## config.mk

```make
export PLATFORM = sky130hd
export DESIGN_NAME = squeeze_layer_sequencer
export DESIGN_NICKNAME = d
export VERILOG_FILES = /design/src/rtl/squeeze_pkg.sv /design/src/rtl/squ_desc_ram.sv /design/src/rtl/squeeze_layer_sequencer.sv
export SDC_FILE = /design/constraint.sdc
export NUM_CORES = 1
export LEC_CHECK = 0
export ABC_AREA = 1
export CAP_MARGIN = 10
export CORE_MARGIN = 4
export CORE_UTILIZATION = 55
export DETAILED_ROUTE_END_ITERATION = 10
export PLACE_DENSITY = 0.84
export SLEW_MARGIN = 10
export SYNTH_ARGS = -nofsm -noshare
export SYNTH_HDL_FRONTEND = slang
export SYNTH_SLANG_ARGS = --single-unit
```

## constraint.sdc

```tcl
create_clock -name clk_i -period 10.45 [get_ports clk_i]
set_input_delay 1.045 -clock clk_i [delete_from_list [all_inputs] [get_ports clk_i]]
set_output_delay 1.045 -clock clk_i [all_outputs]
set_load 0.1 [all_outputs]
```

## src/rtl/squeeze_pkg.sv

```systemverilog
// ------------------------------------------------------------------
// squeeze_pkg: descriptor layout, FSM states and expected-count math
// Rev 1.0
// ------------------------------------------------------------------
`default_nettype none

package squeeze_pkg;

  localparam int DESC_W  = 37;
  localparam int CNT_W   = 24;

  localparam int LIM_LSB = 0;
  localparam int LIM_W   = 9;
  localparam int KER_LSB = 9;
  localparam int KER_W   = 10;
  localparam int DEP_LSB = 19;
  localparam int DEP_W   = 9;
  localparam int DIM_LSB = 28;
  localparam int DIM_W   = 7;
  localparam int EXP_BIT = 35;
  localparam int AVG_BIT = 36;

  typedef enum logic [2:0] {
    ST_IDLE  = 3'd0,
    ST_LOAD  = 3'd1,
    ST_CLR   = 3'd2,
    ST_START = 3'd3,
    ST_RUN   = 3'd4,
    ST_NEXT  = 3'd5
  } state_e;

  // (D+1)^2*(K+1) peaks at exactly 2^24, so one extra bit is kept and clamped.
  function automatic logic [CNT_W-1:0] calc_expected(
    input logic             avg,
    input logic [DIM_W-1:0] dim,
    input logic [KER_W-1:0] ker
  );
    logic [7:0]  dp1;
    logic [10:0] kp1;
    logic [15:0] sq;
    logic [24:0] prod;
    dp1  = {1'b0, dim} + 8'd1;
    kp1  = {1'b0, ker} + 11'd1;
    sq   = 16'(dp1) * 16'(dp1);
    prod = 25'(sq) * 25'(kp1);
    if (avg)
      calc_expected = CNT_W'(kp1);
    else if (prod[24])
      calc_expected = '1;
    else
      calc_expected = prod[23:0];
  endfunction

endpackage

`default_nettype wire

```

## src/rtl/squ_desc_ram.sv

```systemverilog
// ------------------------------------------------------------------
// squ_desc_ram: simple dual-port descriptor RAM, registered write-first read
// Rev 1.0
// ------------------------------------------------------------------
`default_nettype none

module squ_desc_ram #(
  parameter int DEPTH  = 8,
  parameter int ADDR_W = 3,
  parameter int DATA_W = 37
) (
  input  logic              clk,
  input  logic              wr_en,
  input  logic [ADDR_W-1:0] wr_addr,
  input  logic [DATA_W-1:0] wr_data,
  input  logic [ADDR_W-1:0] rd_addr,
  output logic [DATA_W-1:0] rd_data
);

  logic [DATA_W-1:0] mem [DEPTH];

  always_ff @(posedge clk) begin
    if (wr_en)
      mem[wr_addr] <= wr_data;
    if (wr_en && (wr_addr == rd_addr))
      rd_data <= wr_data;
    else
      rd_data <= mem[rd_addr];
  end

endmodule

`default_nettype wire

```

## src/rtl/squeeze_layer_sequencer.sv

```systemverilog
// ------------------------------------------------------------------
// squeeze_layer_sequencer: steps max_2_squeeze_top through a layer table
// Rev 1.0
// ------------------------------------------------------------------
`default_nettype none

module squeeze_layer_sequencer
  import squeeze_pkg::*;
#(
  parameter int NUM_LAYERS = 8,
  parameter int LAYER_W    = 3
) (
  input  logic               clk_i,
  input  logic               rst_n_i,
  input  logic               cfg_wr_en_i,
  input  logic [LAYER_W-1:0] cfg_wr_addr_i,
  input  logic [DESC_W-1:0]  cfg_wr_data_i,
  input  logic [LAYER_W-1:0] last_layer_i,
  input  logic               run_i,
  input  logic               abort_i,
  input  logic               out_beat_i,
  output logic               start_o,
  output logic               fifo_squ_bash_clr_o,
  output logic               exp_1x1_en_o,
  output logic               avg_en_o,
  output logic [LIM_W-1:0]   tot_squ_addr_limit_o,
  output logic [KER_W-1:0]   no_of_squ_kernals_o,
  output logic [DEP_W-1:0]   squ_3x3_ker_depth_o,
  output logic [DIM_W-1:0]   squ_layer_dimension_o,
  output logic               busy_o,
  output logic [LAYER_W-1:0] layer_idx_o,
  output logic [CNT_W-1:0]   out_count_o,
  output logic               layer_done_o,
  output logic               all_done_o
);

  state_e             state;
  logic [CNT_W-1:0]   expected;
  logic [CNT_W-1:0]   cnt_inc;
  logic [LAYER_W-1:0] rd_addr;
  logic [DESC_W-1:0]  rd_data;
  logic               ram_we;

  assign ram_we  = cfg_wr_en_i && (state == ST_IDLE);
  assign cnt_inc = out_count_o + CNT_W'(1);

  // The RAM read is registered, so the address leads the LOAD state by one cycle.
  always_comb begin
    rd_addr = layer_idx_o;
    if (state == ST_IDLE)
      rd_addr = '0;
    else if (state == ST_NEXT)
      rd_addr = layer_idx_o + LAYER_W'(1);
  end

  squ_desc_ram #(
    .DEPTH  (NUM_LAYERS),
    .ADDR_W (LAYER_W),
    .DATA_W (DESC_W)
  ) u_desc_ram (
    .clk     (clk_i),
    .wr_en   (ram_we),
    .wr_addr (cfg_wr_addr_i),
    .wr_data (cfg_wr_data_i),
    .rd_addr (rd_addr),
    .rd_data (rd_data)
  );

  always_ff @(posedge clk_i or negedge rst_n_i) begin
    if (!rst_n_i) begin
      state                 <= ST_IDLE;
      expected              <= '0;
      start_o               <= 1'b0;
      fifo_squ_bash_clr_o   <= 1'b0;
      exp_1x1_en_o          <= 1'b0;
      avg_en_o              <= 1'b0;
      tot_squ_addr_limit_o  <= '0;
      no_of_squ_kernals_o   <= '0;
      squ_3x3_ker_depth_o   <= '0;
      squ_layer_dimension_o <= '0;
      busy_o                <= 1'b0;
      layer_idx_o           <= '0;
      out_count_o           <= '0;
      layer_done_o          <= 1'b0;
      all_done_o            <= 1'b0;
    end else begin
      start_o             <= 1'b0;
      fifo_squ_bash_clr_o <= 1'b0;
      layer_done_o        <= 1'b0;
      all_done_o          <= 1'b0;
      if (abort_i) begin
        state       <= ST_IDLE;
        busy_o      <= 1'b0;
        layer_idx_o <= '0;
        out_count_o <= '0;
      end else begin
        case (state)
          ST_IDLE: begin
            if (run_i) begin
              state       <= ST_LOAD;
              busy_o      <= 1'b1;
              layer_idx_o <= '0;
            end
          end
          ST_LOAD: begin
            tot_squ_addr_limit_o  <= rd_data[LIM_LSB +: LIM_W];
            no_of_squ_kernals_o   <= rd_data[KER_LSB +: KER_W];
            squ_3x3_ker_depth_o   <= rd_data[DEP_LSB +: DEP_W];
            squ_layer_dimension_o <= rd_data[DIM_LSB +: DIM_W];
            exp_1x1_en_o          <= rd_data[EXP_BIT];
            avg_en_o              <= rd_data[AVG_BIT];
            expected              <= calc_expected(rd_data[AVG_BIT],
                                                   rd_data[DIM_LSB +: DIM_W],
                                                   rd_data[KER_LSB +: KER_W]);
            out_count_o           <= '0;
            fifo_squ_bash_clr_o   <= 1'b1;
            state                 <= ST_CLR;
          end
          ST_CLR: begin
            start_o <= 1'b1;
            state   <= ST_START;
          end
          ST_START: begin
            state <= ST_RUN;
          end
          ST_RUN: begin
            if (out_beat_i) begin
              out_count_o <= cnt_inc;
              if (cnt_inc == expected) begin
                layer_done_o <= 1'b1;
                if (layer_idx_o == last_layer_i) begin
                  state      <= ST_IDLE;
                  busy_o     <= 1'b0;
                  all_done_o <= 1'b1;
                end else begin
                  state <= ST_NEXT;
                end
              end
            end
          end
          ST_NEXT: begin
            layer_idx_o <= layer_idx_o + LAYER_W'(1);
            state       <= ST_LOAD;
          end
          default: begin
            state  <= ST_IDLE;
            busy_o <= 1'b0;
          end
        endcase
      end
    end
  end

endmodule

`default_nettype wire
```

==> summary.md <==
| Metric | Value |
|---|---|
| Hold Fails Final Rpt | `0` |
| Min Tclk post-route | `10.09 ns` |
| Most frequent cells in the layout | `nand2_1 (537), inv_1 (345), edfxtp_1 (296)` |
| Netlist Area Pre-Place | `0.0238 mm^2` |
| CP endpoint kind | `register` |
| Largest net degree at the start of global routing | `99` |
| GP Congestion | `0.968` |
| Metal2 WL | `31600 um` |
| Final worst clock skew | `0.0461 ns` |
| Die width | `216 um` |
| Flip-flop and latch count after synthesis | `395` |
| # fillers | `3276` |
| Post-synth ARST share | `24.3%` |
| Die area | `0.0467 mm^2` |
| Dpl cell area | `0.0257 mm^2` |
| Pins over their slew limit | `0` |
| CP most frequent cell | `inv_1` |
| CTS root buffer | `clkbuf_16` |
| Inserted Clock Buffers | `42` |
| Area Overhead vs Synth | `15.7%` |
| IO Pins | `118` |
| Ys flop type | `edfxtp_1` |
| Vias per inst | `5.73` |
| Slowest CP cell | `fa_1` |
| Num rows | `76` |
| Nets@finish | `2906` |
| Req. time, crit path | `10.91 ns` |
| Final setup vio count | `0` |
| Maximum fanout along the worst path | `24` |
| First-iteration detailed-routing DRC count | `2247` |
| CTS tree | `done` |
| Max Cap Viol | `0` |
| Least-Margin Pin Slew | `1.01 ns` |
| Routed length per instance | `20.1 um` |
| Worst hold slack | `0.415 ns` |
| Syn Inst Count | `2484` |
| Overall routing resource usage | `27.2%` |
| Slew headroom | `32.3%` |
| H-tree depth | `2` |
| Max Clk Rate | `99.1 MHz` |
| Top layer in use | `met5` |
| Post-synth EDFFs | `296` |
| Clk slew on worst S/H paths | `0.06 ns` |
| Fin util | `64.2%` |
| Remaining Overflow, GRT | `0` |
| Fin area | `0.0276 mm^2` |
| Die Ht | `216 um` |
| Average size of a mapped cell | `9.60 um^2` |
| Post-route ant nets | `0` |
| Initial Util | `55.5%` |
| Met3 routed WL | `5640 um` |
| Final wirelength | `65400 um` |
| Number of buffers added on ports | `117` |
| Syn. warnings | `0` |
| Wl on met1 | `25400 um` |
| Worst setup SP type | `register` |
| DP Wirelength | `44200 um` |
| Routed vias | `18.6k` |
| Latest clock arrival within the worst-skew pair | `0.61 ns` |
| Worst min-delay path category | `in2async` |
| Status | `finished, final reports clean` |
| Initial antenna violation count | `4` |
| Period utilization | `96.6%` |
| Max clock buf depth | `3` |
| Share of layout cells above drive strength 1 | `9.58%` |
| CP peak stage delay | `0.56 ns` |
| Vias in the first global route | `18.8k` |
| Seq/Total Area, Yosys | `47.6%` |
| Clock Sinks | `395` |
| Most common cell after layout, fill and taps aside | `nand2_1` |
| Yosys cell types | `49` |
| Arr. time, crit path | `10.55 ns` |
| Core area | `0.0430 mm^2` |
| First-pass GRT wire length | `101000 um` |
| Drt drc | `0` |
| DRT Pass-1 Iters | `6` |
| Kind of critical path | `reg2reg` |
[registers in the layout, summed over array words and instances, names as in the netlist, 3 cells and up, named ones only]
register,flops
u_desc_ram.mem,296
state,3
layer_idx_o,3
out_count_o,24
no_of_squ_kernals_o,10
tot_squ_addr_limit_o,9
squ_layer_dimension_o,7
squ_3x3_ker_depth_o,9
expected,24
[metrics by stage]
step                      cells  setup TNS [ns]  setup slack (ns)
final                      3249               0             0.358
after global routing       3249           -1.08           -0.0918
after CTS                  3231               0            0.0239
after detailed placement   3153           -1.07           -0.0779
after global placement     3153               0             0.262
after floorplan            2489               0             0.244
[routing by layer]
metal,up-vias,global-route usage (%)
met5,-,0
met4,2,11.4
met3,189,4.67
met2,991,45.6
met1,9072,35.4
li1,8377,-
[layout make-up]
class	instances	area (um^2)	share of cell area, %
Inverter	358	1360	4.93
Tap cell	585	732	2.65
Timing Repair Buffer	179	1700	6.16
Sequential cell	395	11400	41.2
Clock buffer	59	1200	4.37
Antenna cell	3	7.51	0.0272
Multi-Input combinational cell	1651	10900	39.7
Clock inverter	19	279	1.01
[cell families (layout without fill, tap and decap cells)]
logic type                 count (synthesis)  in the layout  synth area share (%)
and+or+nand+nor                         1050           1050                  18.9
buffers and inverters                    443            615                  7.49
DFF                                      395            395                  47.6
AOI/OAI and AO/OA                        306            306                  7.31
adders and majority gates                230            230                  16.4
xor gates and xnor gates                  58             58                  2.19
other                                      2             10                0.0315
[path summary, 6_finish.rpt]
check                                        from                        to  slack [ns]  depth (start not counted)
setup / recovery                         register               expected[9]        0.36                         46
hold / removal                            rst_n_i                    busy_o        0.41                          1
setup reg to reg                         register               expected[9]        0.36                         46
hold reg to reg            squ_3x3_ker_depth_o[5]    squ_3x3_ker_depth_o[5]        0.48                          2
max in group asynchronous                 rst_n_i  squ_layer_dimension_o[5]        8.75                          2
min in group clk_i         squ_3x3_ker_depth_o[5]    squ_3x3_ker_depth_o[5]        0.48                          2
[what timing repair did]
item / in CTS / in global routing
hold buffers: 0 / 0
pin swaps: 1 / 11
resized for setup: 4 / 53
endpoints found under the setup margin: 24 / 24
gates cloned: 0 / 1
setup buffers: 0 / 14
[critical path, delay by kind of cell (launching register included)]
| family | cells | cell delay, ns |
|---|---|---|
| adders and majority gates | 11 | 5.01 |
| and+or+nand+nor | 15 | 1.91 |
| AOI/OAI and AO/OA | 6 | 1.24 |
| buffers and inverters | 12 | 0.97 |
| DFF | 1 | 0.45 |
| xor gates and xnor gates | 2 | 0.33 |
[cell usage after synthesis (2+ instances only)]
cell type	count	share of area, %
nand2_1	539	8.5
inv_1	348	5.5
edfxtp_1	296	37
nor2_1	295	4.6
o21ai_0	161	3.4
fa_1	138	12
nand3_1	103	2.2
dfrtp_1	96	10
ha_1	92	4.8
a21oi_1	51	1.1
clkbuf_1	50	0.79
o22ai_1	34	0.89
o221ai_1	32	1.2
xor2_1	30	1.1
xnor2_1	27	0.99
nand2_2	22	0.58
nand3_2	19	0.80
nor3_1	19	0.40
buf_2	17	0.36
nand4_1	14	0.37
or2_2	13	0.34
buf_6	10	0.47
o211ai_1	9	0.28
o21ai_1	7	0.15
buf_1	6	0.094
nor2_4	6	0.28
inv_2	5	0.079
nand2_4	5	0.24
a31oi_1	4	0.10
clkinv_1	4	0.063
o21bai_1	4	0.13
dfxtp_1	3	0.25
nand3_4	3	0.22
nand3b_1	3	0.094
a21o_1	2	0.063
buf_8	2	0.13
conb_1	2	0.032
nor2_2	2	0.052
Power is not shown: default switching activity piles up to over one toggle a cycle in this logic, so the estimate is an artifact.
